$ cat src/rtl/serial_addsub.sv
// rtl/serial_addsub.sv - multi-cycle CHUNK-per-clock two's-complement adder/subtractor
// Optional build macro SATURATE_EN clamps overflowed results to the signed limit.
module serial_addsub #(
    parameter int WIDTH = 16,
    parameter int CHUNK = 4
) (
    input  logic             clk,
    input  logic             reset,
    input  logic             start,
    input  logic             sub,
    input  logic [WIDTH-1:0] A,
    input  logic [WIDTH-1:0] B,
    input  logic             Cin,
    output logic             busy,
    output logic             done,
    output logic [WIDTH-1:0] S,
    output logic             Cout,
    output logic             V,
    output logic             Z
);
    localparam int NCHUNK = WIDTH / CHUNK;
    localparam int IW     = (NCHUNK > 1) ? $clog2(NCHUNK) : 1;

    typedef enum logic [1:0] {
        ST_IDLE = 2'd0,
        ST_RUN  = 2'd1,
        ST_DONE = 2'd2
    } state_t;

    state_t           r_state;
    state_t           w_state_next;
    logic [WIDTH-1:0] r_a;
    logic [WIDTH-1:0] r_b;
    logic [WIDTH-1:0] r_s;
    logic             r_carry;
    logic [IW-1:0]    r_idx;
    logic             r_cout;
    logic             r_v;
    logic             r_z;

    logic [CHUNK-1:0] w_a_chunk;
    logic [CHUNK-1:0] w_b_chunk;
    logic [CHUNK:0]   w_sum;
    logic             w_last;
    logic             w_v;
    logic [WIDTH-1:0] w_s_merged;
    logic [WIDTH-1:0] w_s_final;

    assign w_a_chunk = r_a[r_idx*CHUNK +: CHUNK];
    assign w_b_chunk = r_b[r_idx*CHUNK +: CHUNK];
    assign w_sum     = {1'b0, w_a_chunk} + {1'b0, w_b_chunk} + {{CHUNK{1'b0}}, r_carry};
    assign w_last    = (r_idx == IW'(NCHUNK - 1));
    // On the last chunk the top operand bits are the MSB: carry-in to MSB is a^b^sum there.
    assign w_v       = w_a_chunk[CHUNK-1] ^ w_b_chunk[CHUNK-1] ^ w_sum[CHUNK-1] ^ w_sum[CHUNK];

    always_comb begin
        w_s_merged = r_s;
        w_s_merged[r_idx*CHUNK +: CHUNK] = w_sum[CHUNK-1:0];
    end

`ifdef SATURATE_EN
    always_comb begin
        w_s_final = w_s_merged;
        if (w_v) begin
            w_s_final = r_a[WIDTH-1] ? {1'b1, {(WIDTH-1){1'b0}}} : {1'b0, {(WIDTH-1){1'b1}}};
        end
    end
`else
    assign w_s_final = w_s_merged;
`endif

    always_ff @(posedge clk) begin
        if (reset) begin
            r_state <= ST_IDLE;
        end else begin
            r_state <= w_state_next;
        end
    end

    always_comb begin
        w_state_next = r_state;
        case (r_state)
            ST_IDLE: if (start) w_state_next = ST_RUN;
            ST_RUN:  if (w_last) w_state_next = ST_DONE;
            ST_DONE: w_state_next = ST_IDLE;
            default: w_state_next = ST_IDLE;
        endcase
    end

    always_ff @(posedge clk) begin
        if (reset) begin
            r_a     <= '0;
            r_b     <= '0;
            r_s     <= '0;
            r_carry <= 1'b0;
            r_idx   <= '0;
            r_cout  <= 1'b0;
            r_v     <= 1'b0;
            r_z     <= 1'b0;
        end else begin
            case (r_state)
                ST_IDLE: begin
                    if (start) begin
                        r_a     <= A;
                        r_b     <= sub ? ~B : B;
                        r_carry <= Cin ^ sub;
                        r_idx   <= '0;
                    end
                end
                ST_RUN: begin
                    r_carry <= w_sum[CHUNK];
                    if (w_last) begin
                        r_s    <= w_s_final;
                        r_cout <= w_sum[CHUNK];
                        r_v    <= w_v;
                        r_z    <= (w_s_final == '0);
                    end else begin
                        r_s   <= w_s_merged;
                        r_idx <= r_idx + IW'(1);
                    end
                end
                default: ;
            endcase
        end
    end

    assign busy = (r_state != ST_IDLE);
    assign done = (r_state == ST_DONE);
    assign S    = r_s;
    assign Cout = r_cout;
    assign V    = r_v;
    assign Z    = r_z;
endmodule
$ cat config.mk
export PLATFORM = sky130hd
export DESIGN_NAME = serial_addsub
export DESIGN_NICKNAME = d
export VERILOG_FILES = /design/src/rtl/serial_addsub.sv
export SDC_FILE = /design/constraint.sdc
export NUM_CORES = 1
export LEC_CHECK = 0
export CAP_MARGIN = 20
export CORE_MARGIN = 1.5
export CORE_UTILIZATION = 45
export CTS_BUF_LIST = sky130_fd_sc_hd__clkbuf_2 sky130_fd_sc_hd__clkbuf_4 sky130_fd_sc_hd__clkbuf_8
export CTS_CLUSTER_DIAMETER = 200
export DETAILED_ROUTE_END_ITERATION = 8
export PLACE_DENSITY = 0.75
export SLEW_MARGIN = 20
export SYNTH_ARGS = -nofsm -noshare
export SYNTH_HDL_FRONTEND = slang
export SYNTH_SLANG_ARGS = --single-unit
$ cat constraint.sdc
create_clock -name clk -period 2.8 [get_ports clk]
set_input_delay 0.42 -clock clk [delete_from_list [all_inputs] [get_ports clk]]
set_output_delay 0.42 -clock clk [all_outputs]
set_load 0.005 [all_outputs]
=== After elaboration in Yosys (flattened, before gate mapping) ===
Index checks and enable logic that the tools add are counted.

* Memories: 0
* Bits in writable memories: 0
* Bits in read-only memories: 0
* Register bits after elaboration: 56
* Bits in latches: 0
* Output and inout bits: 21
* Logic and storage cells: 47
* Input port bits: 37

* Equal/unequal tests: 6
* Multiply operators: 0
* Multiplexer cells: 10
* $add $sub $neg: 4
* Shift-type cells: 4
* Order comparisons: 0
* Bitwise logic cells: 5
* Divide/modulo/power cells: 0
* Reduce and logical (&&, ||, !) cells: 9

{| class="wikitable"
|+ Operator list
! cell !! number
|-
| $neg 4->34 || 1
|-
| $shift 4x34->16 const A || 1
|-
| $shiftx 4x34->16 || 1
|-
| $shiftx 16x5->4 || 2
|-
| $bwmux 16 || 1
|-
| $logic_not 16->1 || 1
|-
| $mux 16 || 1
|-
| $not 16->16 || 1
|-
| $mux 2 || 4
|-
| $pmux 2 s2 || 2
|-
| $reduce_and 2->1 || 4
|-
| $ne 2x2->1 const B || 3
|-
| $add 4x4->5 || 1
|-
| $add 5x1->5 || 1
|-
| $eq 2x2->1 const B || 2
|-
| $reduce_bool 2->1 || 2
|-
| $xor 1x1->1 || 4
|-
| $reduce_and 3->1 || 1
|-
| $add 2x1->2 const B || 1
|-
| $eq 2x1->1 const B || 1
|-
| $logic_not 2->1 || 1
|-
| $pmux 1 s2 || 1
|-
| $mux 1 || 1
|}

=== Longest topological paths before layout ===
Gate-level depths: netlist (run 1).

* Depth after elaboration: 6
* Mapped depth: 11

=== Worst setup path before layout (run 1) ===
Ideal clock, no wire load.

* Kind: reg2reg
* Start: register r_idx[0]
* End: register r_z, in the netlist Z
* Arrival time: 2.722 ns
* Clock period less this slack: 2.846 ns
* Cell stages (with the launch flop): 10
* Required time: 2.676 ns
* Path slack: -0.046 ns
* Cell sequence: dfxtp_1 > buf_2 > buf_4 > mux4_2 > fa_1 > inv_1 > fa_1 > o32a_1 > o311ai_1 > o41ai_2

* Word-level cells in the longest chain between the ends: 6
* Elaborated cells between the ends (all ways): 11

{| class="wikitable"
|+ RTL lines
! element !! RTL line !! source
|-
| start, declared || 36 || <nowiki>logic [IW-1:0] r_idx;</nowiki>
|-
| start signal, assigned || 119 || <nowiki>r_idx <= r_idx + IW'(1);</nowiki>
|-
| $shiftx 16x5->4, on equally long branches || 49, 50 ||
|-
| $add 4x4->5 || 51 || <nowiki>assign w_sum = {1'b0, w_a_chunk} + {1'b0, w_b_chunk} + {{CHUNK{1'b0}}, r_carry};</nowiki>
|-
| $add 5x1->5 || 51 ||
|-
| $shiftx 4x34->16 || 58 || <nowiki>w_s_merged[r_idx*CHUNK +: CHUNK] = w_sum[CHUNK-1:0];</nowiki>
|-
| $bwmux 16 || 58 ||
|-
| $logic_not 16->1 || 116 || <nowiki>r_z <= (w_s_final == '0);</nowiki>
|-
| end signal, assigned || 116 ||
|-
| end, declared || 39 || <nowiki>logic r_z;</nowiki>
|}

Several ways; a longest one is shown, not always the timed one.
A chain may end at the register's enable or synchronous reset.

=== Worst setup path after layout (run 1) ===
Ends and elaborated chain as after synthesis.

==> run_results.csv, run 1 <==
group,metric,value,unit
status,outcome,"complete, no violations",
global_routing,grt-ovfl-total,0,
sta,tightestPinTransition,1.01,ns
clock_network,clockBufferDepth,2,
cells_and_area,fin_util,0.587,
synthesis,async_flop_share,0,
drt,drt_iter0_markers,89,
setup_path,cp_max_fo,5,
power,peakVddDrop,0.228,mV
drt,ant_nets,0,
synthesis,yosysWarnings,0,
cells_and_area,fin_nets,403,
synthesis,synthCells,304,
clock_network,cts_buffers,5,
sta,max_freq,0.387,GHz
die,io_pins,58,
setup_path,cp_slowest_cell,"mux4_2",
power,power_density,490,nW/um^2
sta,finalHoldViolCount,0,
power,seqPwrFrac,0.514,
setup_path,cp_cell_sequence,"mux4_2, fa_1, inv_1, fa_1, o32a_1, o311ai_1, o41ai_2",
synthesis,synth_top_area_share,0.413,
sta,fin_skew,0.00845,ns
sta,drv_slew,0,
setup_path,slowest_delay,0.53,ns
synthesis,synth_edf_count,0,
clock_network,cts-resized-gates,0,
global_routing,grt_pass1_wl,9.58,mm
die,die_w,80.7,microns
die,dieArea,6510,sq um
sta,post-route-worst-setup-slack,0.218,ns
sta,slew_headroom,0.328,
sta,final.setup.tns,0,ns
global_routing,grt.total_usage,0.191,
clock_network,worstSkewPairLatency,0.32,ns
die,rows,28,
power,p_leak,1.24,nW
setup_path,crit_type,"flop to flop",
synthesis,avgSynthCellArea,8.94,sq um
sta,min_period,2.58,ns
sta,hold-worst-slack,0.467,ns
synthesis,syn_nets,352,
drt,wirelength,5.95,mm
cells_and_area,seqCellArea,1120,sq um
drt,first_pass_iters,4,
place,portBuffers,57,
setup_path,cp.required,3.00,ns
cells_and_area,drive_gt1_frac,0.0730,
clock_network,root_buffer,"clkbuf_8",
setup_path,path_common_cell,"fa_1",
setup_path,cp.arrival,2.78,ns
sta,rsz0062_at_grt,"false",
global_routing,grt_max_degree,58,
cells_and_area,areaGrowthSynthToFinish,27.1,%
clock_network,postCtsSetupBuffers,0,
place,hpwl,4.54,mm
cells_and_area,fillers,548,
hold_path,min_path_type,"flop to flop",
clock_network,cts.clk_slew.worst_paths,0.11,ns
die,die_y,80.7,microns
global_routing,antenna_found_initial,0,
power,p_switching,494,uW
drt,post_drt_wl_per_cell,13.8,microns
setup_path,crit_family,"adder cells",
global_routing,grt_pass1_vias,2123,
sta,setup_viol,0,
clock_network,cts.sinks,56,
power,swShare,0.292,
clock_network,cts_tree,"built",
setup_path,worstSetupStartpointType,"flop",
sta,fin_crit_sh,0.922,
synthesis,synth_seq_cells,56,
flow_run,drv_cap,0,
synthesis,yosysTopAreaCell,"dfxtp_1",
die,core_region_area,5890,sq um
drt,vias,2294,
clock_network,cts_hold_buf,0,
synthesis,ys_types,36,
clock_network,htree_levels,2,
cells_and_area,diodes,0,
power,pwr-share-comb,0.211,
setup_path,cp.buffers_inverters,1,
synthesis,synth-main-ff-cell,"dfxtp_1",
place,place.gp.congestion,0.866,
synthesis,syn-cell-area,2720,sq um
die,initial_core_util,0.462,
cells_and_area,multi_input_area,1480,sq um
power,p_clk_frac,0.275,
power,p_int,1.20,mW
synthesis,synth.area.top_cells,"dfxtp_1 41%, mux4_2 6.6%, xnor2_1 6.4%",
place,place_ws,0.153,ns
drt,vias_per_cell,5.32,
setup_path,end_kind,"flop",
drt,drc,0,
synthesis,ys_seq_area_frac,0.413,
[state kept, by name (all words and copies together), names as in the netlist]
signal,count
S,16
r_a,16
r_b,16
r_idx,2
r_state,2
Cout,1
V,1
Z,1
r_carry,1
[cells in the final DEF, fill, tap and decap left out, types with 5 or more instances in the layout]
| master | count |
|---|---|
| nor2_1 | 46 |
| mux4_2 | 8 |
| nand3b_1 | 5 |
| clkdlybuf4s50_1 | 56 |
| a22oi_1 | 16 |
| nor3_1 | 5 |
| a21oi_1 | 24 |
| nor4_1 | 5 |
| inv_1 | 9 |
| ha_1 | 9 |
| a211oi_1 | 17 |
| clkbuf_8 | 5 |
| nand2_1 | 39 |
| buf_4 | 5 |
| xnor2_1 | 20 |
| dfxtp_1 | 55 |
[per-layer routing]
layer | GRT usage | up-vias | part of all wire
met5 | 0 | - | 0
met4 | 0.0500 | 0 | 0.0077
met3 | 0.0398 | 6 | 0.052
met2 | 0.339 | 79 | 0.50
met1 | 0.231 | 1045 | 0.44
li1 | - | 1164 | -
[logic make-up (layout without fill, tap and decap cells)]
| family | count (synthesis) | count (layout) | synth area share |
|---|---|---|---|
| xor+xnor | 22 | 22 | 0.0709 |
| mux | 9 | 9 | 0.0700 |
| flops | 56 | 56 | 0.413 |
| compound gates | 67 | 67 | 0.167 |
| fa+ha+maj | 11 | 11 | 0.0562 |
| simple gates | 111 | 111 | 0.180 |
| buf+inv | 28 | 80 | 0.0433 |
[tightest hold or removal path, cell delays in order, from the launching register on]
cell and delay, ns:
dfxtp_1 0.33, nand2_1 0.05, a21oi_1 0.05
[synth_stat cells, types with 5 or more instances]
cell type  count
inv_1          9
a21oi_1       24
a211oi_1      17
nand3b_1       5
dfxtp_1       56
nand2_1       39
ha_1           9
clkbuf_1      10
nor3_1         5
mux4_2         8
nor4_1         5
xnor2_1       20
a22oi_1       16
buf_2          7
nor2_1        46
[path summary, 6_finish.rpt]
check	from	to	slack (ns)	cells past startpoint
min reg2reg	r_a[7]	r_a[7]	0.47	2
max reg2reg	r_idx[0]	Z	0.22	7
min	r_a[7]	r_a[7]	0.47	2
max	r_idx[0]	Z	0.22	7
[stage by stage]
| stage | total power, mW | cells | instance area [sq um] |
|---|---|---|---|
| after floorplan | 1.12 | 304 | 2720 |
| after global placement | 1.23 | 423 | 3360 |
| after detailed placement | 1.24 | 423 | 3360 |
| after CTS | 1.70 | 431 | 3450 |
| after global routing | 1.77 | 431 | 3450 |
| final | 1.69 | 431 | 3450 |
[power by group through the flow]
stage / registers [mW] / clock network (mW) / logic, mW
after floorplan: 0.875 / 0 / 0.242
after global placement: 0.886 / 0 / 0.348
after detailed placement: 0.888 / 0 / 0.356
after CTS: 0.870 / 0.474 / 0.357
after global routing: 0.876 / 0.503 / 0.391
final: 0.869 / 0.466 / 0.356
[cell type report]
class	instances	area share
clock inverter	3	0.00761
tap	75	0.0272
clock buffer	5	0.0199
inverter	9	0.00979
timing repair buffer	63	0.181
multi-input combinational	220	0.430
sequential	56	0.325
Power figures use the tool's default switching activity.
==> run 2: changes to the inputs <==
==> constraint.sdc (replaced) <==
create_clock -name clk -period 2.8 [get_ports clk]
set_input_delay 0.84 -clock clk [delete_from_list [all_inputs] [get_ports clk]]
set_output_delay 0.84 -clock clk [all_outputs]
set_load 0.005 [all_outputs]
==> run 2 against run 1 <==
- sequential cell count stayed put
- global-route usage is 0.19 points higher
- hold slack got worse by 0.0043 ns
- wire length shrank 2.8%
- non-clock buffer count up 4
- die area unchanged
- first-iteration DRC count decreased by 6.7%
- clock-buffer cell count is the same
- final area increased by 0.87%
- clock skew is 0.0016 ns higher
- sequential power barely moved
- critical endpoint unchanged
- highest routed layer unchanged
==> run_results.csv, run 2 (synthesis results as in run 1) <==
group,metric,value,unit
drt,vias_per_cell,5.23,
sta,tightestPinTransition,0.556,ns
clock_network,worstSkewPairLatency,0.32,ns
drt,vias,2273,
sta,fin_crit_sh,0.915,
clock_network,postCtsSetupBuffers,0,
sta,slew_headroom,0.629,
sta,final.setup.tns,0,ns
place,portBuffers,57,
die,core_region_area,5890,sq um
global_routing,grt-ovfl-total,0,
clock_network,cts_buffers,5,
setup_path,cp.buffers_inverters,1,
drt,wirelength,5.78,mm
clock_network,clockBufferDepth,2,
power,p_leak,1.26,nW
hold_path,holdPathStages,2,
setup_path,worstSetupStartpointType,"flop",
place,place_ws,0.148,ns
power,totalPowerFinal,1.70,mW
die,initial_core_util,0.462,
cells_and_area,final_cell_mix,"56 x clkdlybuf4s50_1, 55 x dfxtp_1, 46 x nor2_1",
cells_and_area,fillers,547,
cells_and_area,final_common_cell,"clkdlybuf4s50_1",
place,dpl.cell_count,427,
cells_and_area,fin_nets,407,
cells_and_area,drive_gt1_frac,0.0833,
clock_network,root_buffer,"clkbuf_8",
drt,drt_iter0_markers,83,
setup_path,r2r_start,"r_idx[0]",
setup_path,crit_family,"adder cells",
hold_path,whs_endpoint,"r_a[3]",
die,dieArea,6510,sq um
setup_path,crit_type,"flop to flop",
setup_path,path_common_cell,"fa_1",
setup_path,cp_slowest_cell,"mux4_2",
sta,min_period,2.56,ns
place,place.gp.congestion,0.873,
drt,drc,0,
setup_path,slowest_delay,0.53,ns
sta,max_freq,0.390,GHz
drt,ant_nets,0,
flow_run,drv_cap,0,
sta,hold-worst-slack,0.463,ns
clock_network,cts.clk_slew.worst_paths,0.11,ns
sta,setup_viol,0,
global_routing,antenna_found_initial,0,
sta,fin_skew,0.0100,ns
cells_and_area,areaGrowthSynthToFinish,28.2,%
setup_path,end_kind,"flop",
global_routing,grt_pass1_wl,9.74,mm
setup_path,r2r_setup_slack,0.24,ns
power,power_density,487,nW/um^2
global_routing,grt_pass1_vias,2075,
die,die_y,80.7,microns
setup_path,timing.rr.end,"Z",
setup_path,cp_cell_sequence,"mux4_2, fa_1, inv_1, fa_1, o32a_1, o311ai_1, o41ai_2",
setup_path,cp.required,3.01,ns
global_routing,grt.total_usage,0.193,
sta,finalHoldViolCount,0,
hold_path,min_path_type,"flop to flop",
cells_and_area,instances_no_fill,435,
die,die_w,80.7,microns
setup_path,cp_max_fo,5,
cells_and_area,seqCellArea,1120,sq um
clock_network,htree_levels,2,
drt,first_pass_iters,5,
die,io_pins,58,
sta,post-route-worst-setup-slack,0.238,ns
status,outcome,"complete, no violations",
die,rows,28,
setup_path,cp.arrival,2.77,ns
global_routing,grt_max_degree,32,
drt,post_drt_wl_per_cell,13.3,microns
cells_and_area,multi_input_area,1480,sq um
sta,rsz0062_at_grt,"false",
clock_network,cts.sinks,56,
cells_and_area,diodes,0,
setup_path,reg2regPathDepth,7,
hold_path,hold_path_startpoint,"r_a[3]",
sta,drv_slew,0,
place,hpwl,4.41,mm
power,peakVddDrop,0.238,mV
clock_network,cts_tree,"built",
## run 2: through the flow
| step | utilization | cell area (sq um) |
|---|---|---|
| after global routing | 0.592 | 3480 |
| after detailed placement | 0.575 | 3390 |
| after global placement | 0.575 | 3390 |
| after CTS | 0.591 | 3480 |
| final | 0.592 | 3480 |
| after floorplan | - | 2720 |
## run 2: worst max-delay path by stage
stage | start | end | slack (ns) | cells after the start
after floorplan | r_idx[0] | Z | 0.04 | 9
after global placement | r_idx[0] | Z | 0.21 | 7
after detailed placement | r_idx[0] | Z | 0.15 | 7
after CTS | r_idx[0] | Z | 0.14 | 7
after global routing | r_idx[0] | V | 0.03 | 9
final | r_idx[0] | Z | 0.24 | 7
## run 2: report_power, final
part | switching, mW | total [mW] | internal (mW) | leakage, nW
Combinational | 0.183 | 0.362 | 0.179 | 0.756
Clock | 0.282 | 0.467 | 0.185 | 0.0491
Sequential | 0.0290 | 0.869 | 0.840 | 0.459
Total | 0.494 | 1.70 | 1.20 | 1.26
## run 2: area by class of cell
class                           instances  area share
Clock buffer                            5      0.0198
Clock inverter                          3     0.00755
Inverter                                9     0.00970
Multi-Input combinational cell        220       0.426
Sequential cell                        56       0.322
Tap cell                               75      0.0269
Timing Repair Buffer                   67       0.188
## run 2: metal layers
metal	track usage	part of all wire
met5	0	0
met4	0.0690	0.016
met3	0.0466	0.055
met2	0.315	0.46
met1	0.245	0.47
## run 2: what timing repair did
item,CTS,global route
endpoints found under the setup margin,0,2
hold buffers,0,0
resized for setup,0,1
## run 2: worst register-to-register path: cells and delay by family, from the launching register on
kind	cells	cell delay, ns
adders and majority gates	2	0.88
AOI/OAI and AO/OA	3	0.55
muxes	1	0.53
DFF	1	0.41
buffers and inverters	1	0.09
==> run 3: changes to the inputs <==
Settings changed: CORE_UTILIZATION 45 to 47, PLACE_DENSITY 0.75 to 0.78, RECOVER_POWER from default to 25.
==> run 3 against run 2 <==
- the run now ends with capacitance limit, slew limit left
- worst setup slack got worse by 0.057 ns
- sequential share of layout area rose by 0.21 points
- sequential power barely moved
- hold slack got worse by 0.00053 ns
- clock power rose by 4.7%
- clock-buffer cell count rose by 1
- critical endpoint unchanged
==> run_results.csv, run 3 (synthesis results as in run 1) <==
group,metric,value,unit
status,outcome,"finished, violations left",
status,violations,"capacitance limit, slew limit",
sta,hold-worst-slack,0.462,ns
cells_and_area,seqCellArea,1120,sq um
cells_and_area,final_cell_mix,"56 x dfxtp_1, 56 x clkdlybuf4s50_1, 46 x nor2_1",
clock_network,root_buffer,"clkbuf_8",
setup_path,cp_slowest_cell,"mux4_2",
sta,tightestPinTransition,1.64,ns
die,dieArea,6240,sq um
drt,vias,2287,
setup_path,worstSetupStartpointType,"flop",
clock_network,postCtsSetupBuffers,0,
cells_and_area,multi_input_area,1480,sq um
cells_and_area,fin_area,3460,sq um
clock_network,cts-resized-gates,0,
clock_network,cts.clk_slew.worst_paths,0.10,ns
power,pwr-share-comb,0.210,
power,p_leak,1.25,nW
global_routing,grt_pass1_vias,2123,
drt,drc,0,
die,die_y,79.0,microns
sta,finalHoldViolCount,0,
sta,slew_headroom,-0.0953,
drt,wirelength,5.83,mm
clock_network,cts_tree,"built",
cells_and_area,fillers,509,
power,p_switching,495,uW
sta,fin_crit_sh,0.935,
sta,drv_slew,39,
global_routing,grt-ovfl-total,0,
setup_path,crit_family,"adder cells",
power,seqPwrFrac,0.505,
die,initial_core_util,0.490,
sta,max_freq,0.382,GHz
flow_run,drv_cap,1,
power,p_int,1.22,mW
place,postPlaceCellArea,3360,sq um
clock_network,cts_buffers,5,
sta,fin_skew,0.00618,ns
drt,vias_per_cell,5.33,
setup_path,cp.buffers_inverters,1,
drt,wl_met1,2.64,mm
die,io_pins,58,
global_routing,grt_pass1_wl,9.72,mm
setup_path,cp.arrival,2.83,ns
drt,drt_iter0_markers,56,
drt,post_drt_wl_per_cell,13.6,microns
place,portBuffers,57,
power,power_density,498,nW/um^2
cells_and_area,areaGrowthSynthToFinish,27.2,%
clock_network,cts_hold_buf,0,
global_routing,grt_max_degree,52,
power,swShare,0.288,
setup_path,cp.required,3.02,ns
sta,rsz0062_at_grt,"false",
hold_path,min_path_type,"flop to flop",
setup_path,slowest_delay,0.55,ns
setup_path,end_kind,"flop",
clock_network,worstSkewPairLatency,0.32,ns
setup_path,cp_cell_sequence,"mux4_2, fa_1, inv_1, fa_1, o32a_1, o311ai_1, o41ai_2",
sta,final.setup.tns,0,ns
global_routing,grt.total_usage,0.198,
cells_and_area,fin_util,0.624,
drt,routed-wl-met3,281,microns
clock_network,htree_levels,2,
die,rows,27,
power,peakVddDrop,0.235,mV
setup_path,path_common_cell,"fa_1",
drt,ant_nets,0,
place,place.gp.congestion,0.878,
die,core_region_area,5540,sq um
drt,first_pass_iters,4,
drt,wl_met2,2.76,mm
clock_network,cts.sinks,56,
global_routing,antenna_found_initial,0,
sta,setup_viol,0,
clock_network,clockBufferDepth,2,
power,p_clk_frac,0.284,
cells_and_area,diodes,0,
die,die_w,79.0,microns
drt,top_layer_used,"met4",
setup_path,cp_max_fo,4,
sta,min_period,2.62,ns
cells_and_area,drive_gt1_frac,0.0700,
cells_and_area,fin_nets,404,
setup_path,crit_type,"flop to flop",
place,hpwl,4.43,mm
run 3: worst reg2reg max path, cell delays in order, from the launching register on:
cell	delay, ns
dfxtp_1	0.43
mux4_2	0.55
fa_1	0.43
inv_1	0.08
fa_1	0.46
o32a_1	0.36
o311ai_1	0.11
o41ai_2	0.09
run 3: final cells by class:
class                           count  area share
Sequential cell                    56       0.324
Multi-Input combinational cell    220       0.429
Inverter                            9     0.00978
Timing Repair Buffer               64       0.181
Clock buffer                        6      0.0239
Clock inverter                      2     0.00507
Tap cell                           72      0.0261
run 3: layer usage:
layer,global-route usage,up-vias
met5,0,-
met4,0.0719,0
met1,0.244,1032
li1,-,1164
met3,0.0448,18
met2,0.337,73
run 3: final timing paths:
check / from / to / slack, ns / cells past startpoint
setup reg to reg: r_idx[0] / Z / 0.18 / 7
hold / removal: r_a[6] / r_a[6] / 0.46 / 2
setup / recovery: r_idx[0] / Z / 0.18 / 7
hold reg to reg: r_a[6] / r_a[6] / 0.46 / 2
run 3: power groups by stage:
stage / Sequential [mW] / Clock [mW] / Combinational, mW
after floorplan: 0.875 / 0 / 0.242
after global placement: 0.887 / 0 / 0.352
after detailed placement: 0.887 / 0 / 0.363
after CTS: 0.868 / 0.496 / 0.364
after global routing: 0.875 / 0.522 / 0.397
final: 0.869 / 0.489 / 0.362
run 3: metrics by stage:
step | worst slack, ns | cells | total power [mW]
floorplan | 0.0355 | 304 | 1.12
global placement | 0.263 | 421 | 1.24
detailed placement | 0.190 | 421 | 1.25
CTS | 0.168 | 429 | 1.73
global route | 0.0349 | 429 | 1.79
finish | 0.181 | 429 | 1.72
==> patch 1: new RTL, settings of run 1 <==
The option `SATURATE_EN` is turned on by a define.
--- a/src/rtl/serial_addsub.sv
+++ b/src/rtl/serial_addsub.sv
@@ -1,4 +1,6 @@
 // rtl/serial_addsub.sv - multi-cycle CHUNK-per-clock two's-complement adder/subtractor
 // Optional build macro SATURATE_EN clamps overflowed results to the signed limit.
+`define SATURATE_EN
+
 module serial_addsub #(
     parameter int WIDTH = 16,
Behaviour: not the same (a bounded check fails within 10 cycles, from zero or initial values and one cycle with reset high).
==> patch 1 against run 1 <==
First-iteration DRC count rose by 38%. Largest cell class unchanged. Sequential cell count stayed put. Total power rose by 2.4%. Cell area is 12% higher. Area after synthesis up 9.4%. Worst setup slack got worse by 140 ps. Critical path depth grew 4. Wire length up 19%.
==> patch 1: results <==
[outcome]
status = finished clean

[detailed_routing]
routedWlPerCell_um = 14.9
drt_iter0_drc = 123
wl_met1_mm = 3.25
via_per_inst = 5.33

[worst_setup_path]
slowest_delay_ps = 510
critPathMaxFanout = 7
worstPathArrival_ps = 2940

[worst_hold_path]
hp-start = r_a[5]

[yosys]
synthTopCellsByCount = 56 x dfxtp_1, 42 x nand2_1, 36 x nor2_1, 25 x a21oi_1, 19 x xnor2_1
syn_inst = 338
yosysUniqueCellTypes = 45
ys_seq_area_share_pct = 37.7

[pwr]
p_leak_nw = 1.49
p_switching_mw = 0.508
peakVddDrop_mv = 0.234

[finish]
clkCellAreaFrac_pct = 2.36
final_cells = 477
multiInputGateArea_um2 = 1760
seq-cell-share_pct = 29.1

[place]
placed_cell_area_um2 = 3690
routabilityCongestion = 0.911
placed_cells = 467

[grt]
use_met3_pct = 3.74
use_met1_pct = 26.0

[clocking]
cts_setup_buffers = 1

[timing]
max_slew.worst_pin.slew_ps = 721
==> patch 1: cell count changes after synthesis, sizes merged, moves of 5 or more <==
cell / delta
a22oi: -14
a21o: +8
clkbuf: +5
a21oi: +9
nor2: -10
nand2b: +6
nor2b: +10
a31oi: +8
o21ai: +8
==> patch 1: per-stage QoR <==
step	hold WS, ps	utilization (%)	power [mW]
5_1_grt	480	60.9	1.82
4_1_cts	462	60.0	1.74
3_5_place_dp	446	58.2	1.28
6_report	461	60.9	1.73
3_3_place_gp	443	58.2	1.28
2_1_floorplan	433	-	1.14
==> patch 1: cells by family (layout without fill, tap and decap cells) <==
| kind of cell | after synthesis | after routing | synth area share (%) |
|---|---|---|---|
| buf+inv | 35 | 97 | 4.84 |
| fa+ha+maj | 11 | 11 | 5.14 |
| xor+xnor | 20 | 20 | 6.53 |
| mux | 9 | 9 | 6.40 |
| simple gates | 117 | 117 | 18.3 |
| flops | 56 | 56 | 37.7 |
| compound gates | 90 | 90 | 21.0 |
==> patch 2: new RTL, flow settings as in run 1 <==
Without the edit above. Re-encode `state_t` (3 states) as one-hot, 3 bits wide.
--- a/src/rtl/serial_addsub.sv
+++ b/src/rtl/serial_addsub.sv
@@ -22,8 +22,8 @@
     localparam int IW     = (NCHUNK > 1) ? $clog2(NCHUNK) : 1;
 
-    typedef enum logic [1:0] {
-        ST_IDLE = 2'd0,
-        ST_RUN  = 2'd1,
-        ST_DONE = 2'd2
+    typedef enum logic [2:0] {
+        ST_IDLE = 3'b001,
+        ST_RUN  = 3'b010,
+        ST_DONE = 3'b100
     } state_t;
 
Check against the original RTL: same outputs for any inputs over 10 cycles, from zero or initial values and one cycle with reset high; not proved beyond that.
==> patch 2 against run 1 <==
Area after synthesis grew 2.4%. Via count grew 4.1%. Sequential cell count rose by 1. Wire length down 0.37%. Die area grew 2.3%. Worst setup slack worse by 65 ps. Total power grew 16%. Clock skew shrank 3.4 ps. Non-clock buffer count is 4 higher. Cell area rose by 6.7%. Cell count up 4.6%. Highest routed layer unchanged.
==> patch 2: results <==
[outcome]
status = finished clean

[clocking]
clkLatencyLatePin_ps = 330
clk_pin_slew_ps = 60
cts_made_buffers = 9
htree_num_levels = 3
clock_path_buffers = 2
clockRootBuffer = clkbuf_8

[yosys]
ys_seq_area_share_pct = 41.0
synth_top_cells_by_area = dfxtp_1 41%, nand2_1 6.6%, mux4_2 6.5%
ys_warn_count = 0
yosysUniqueCellTypes = 41
synthTopCellsByCount = 57 x dfxtp_1, 49 x nand2_1, 36 x nor2_1, 33 x a21oi_1, 19 x a211oi_1
synthArstFlopShare_pct = 0
syn_nets = 363
avgSynthCellArea_um2 = 8.83

[worst_setup_path]
r2r_start = r_idx[0]
slowest_stage = mux4_2
path_class = register to register
critPathMaxFanout = 14
slowest_delay_ps = 530

[finish]
fin_nets = 420
drive_gt1_share_pct = 11.7
diodes = 0

[worst_hold_path]
hp-start = r_a[3]
hold_path.class = register to register

[timing]
max-slew-margin-rel_pct = 58.1
finClkSkew_ps = 5.02

[place]
hpwl_mm = 4.43
placed_cells = 434
portBuffers = 57
routabilityCongestion = 0.872

[grt]
grt_start_max_net_pins = 53
grt_use_total_pct = 19.8
grt_pass1_wl_mm = 10.0
grt_pass1_vias = 2287
antenna_found_initial = 0

[detailed_routing]
routedWlPerCell_um = 13.1
ant_nets = 0
drt-total-wl_mm = 5.93
via_per_inst = 5.30
drt_iter0_drc = 113
dr.pass1.iters = 4

[pwr]
peakVddDrop_mv = 0.355
swShare_pct = 24.5
p_leak_nw = 1.34
patch 2: cell count changes after synthesis, sizes merged, moves of 3 or more:
cell	before	now
a21oi	24	33
nand3b	5	0
and2	0	3
nand4	0	6
clkbuf	10	13
nand2	39	49
a22oi	16	2
nor2b	2	5
nor2	46	36
patch 2: power groups by stage:
| stage | Clock, mW | Combinational [mW] | Sequential, mW |
|---|---|---|---|
| final | 0.760 | 0.320 | 0.883 |
| after global routing | 0.823 | 0.354 | 0.888 |
| after CTS | 0.775 | 0.302 | 0.883 |
| after detailed placement | 0 | 0.302 | 0.901 |
| after global placement | 0 | 0.295 | 0.899 |
| after floorplan | 0 | 0.196 | 0.890 |
patch 2: cell families (layout without fill, tap and decap cells):
family,Yosys count,count (layout),share of synthesized area [%]
and+or+nand+nor,123,123,20.9
AOI/OAI and AO/OA,65,65,14.6
DFF,57,57,41.0
buffers and inverters,28,89,4.14
xor gates and xnor gates,20,20,6.30
adders and majority gates,11,11,5.49
muxes,11,11,7.60
patch 2: layer usage:
metal  track usage (%)  routed length (um)  part of all wire (%)  vias to the layer above
met3              5.89                 284                   4.8                        9
met1              23.6                2610                    44                     1103
met4              6.44                 100                   1.7                        0
met5                 0                   0                     0                        -
met2              34.0                2930                    49                       61
li1                  -                   -                     -                     1216
patch 2: path summary, 6_finish.rpt:
kind	slack [ps]	depth (start not counted)	end
setup / recovery	150	7	S[2]
hold / removal	460	2	r_a[3]
setup reg to reg	150	7	S[2]
hold reg to reg	460	2	r_a[3]
patch 2: per-stage QoR:
stage	instance area (um^2)	worst slack, ps	util [%]	total power [mW]
6_report	3680	153	61.9	1.96
5_1_grt	3680	36.7	61.9	2.06
2_1_floorplan	2800	22.2	-	1.09
3_5_place_dp	3450	71.3	57.9	1.20
3_3_place_gp	3450	174	57.9	1.19
4_1_cts	3650	55.3	61.2	1.96
patch 2: what timing repair did:
item / CTS / global route
setup buffers: 0 / 2
resized for setup: 0 / 4
setup endpoints to repair: 0 / 4
patch 2: cell type report:
| cell class | count | area (um^2) |
|---|---|---|
| fill | 509 | 2270 |
| tap | 75 | 93.8 |
| inverter | 7 | 26.3 |
| clock buffer | 12 | 159 |
| clock inverter | 3 | 40.0 |
| multi-input combinational | 230 | 1570 |
| timing repair buffer | 67 | 653 |
| sequential | 57 | 1140 |
patch 2: worst max-delay path, delay by kind of cell (launching register included):
kind | cells | cell delay (ps)
AOI/OAI and AO/OA | 1 | 140
xor gates and xnor gates | 1 | 230
adders and majority gates | 1 | 400
buffers and inverters | 2 | 390
DFF | 1 | 380
muxes | 1 | 530
and+or+nand+nor | 1 | 500
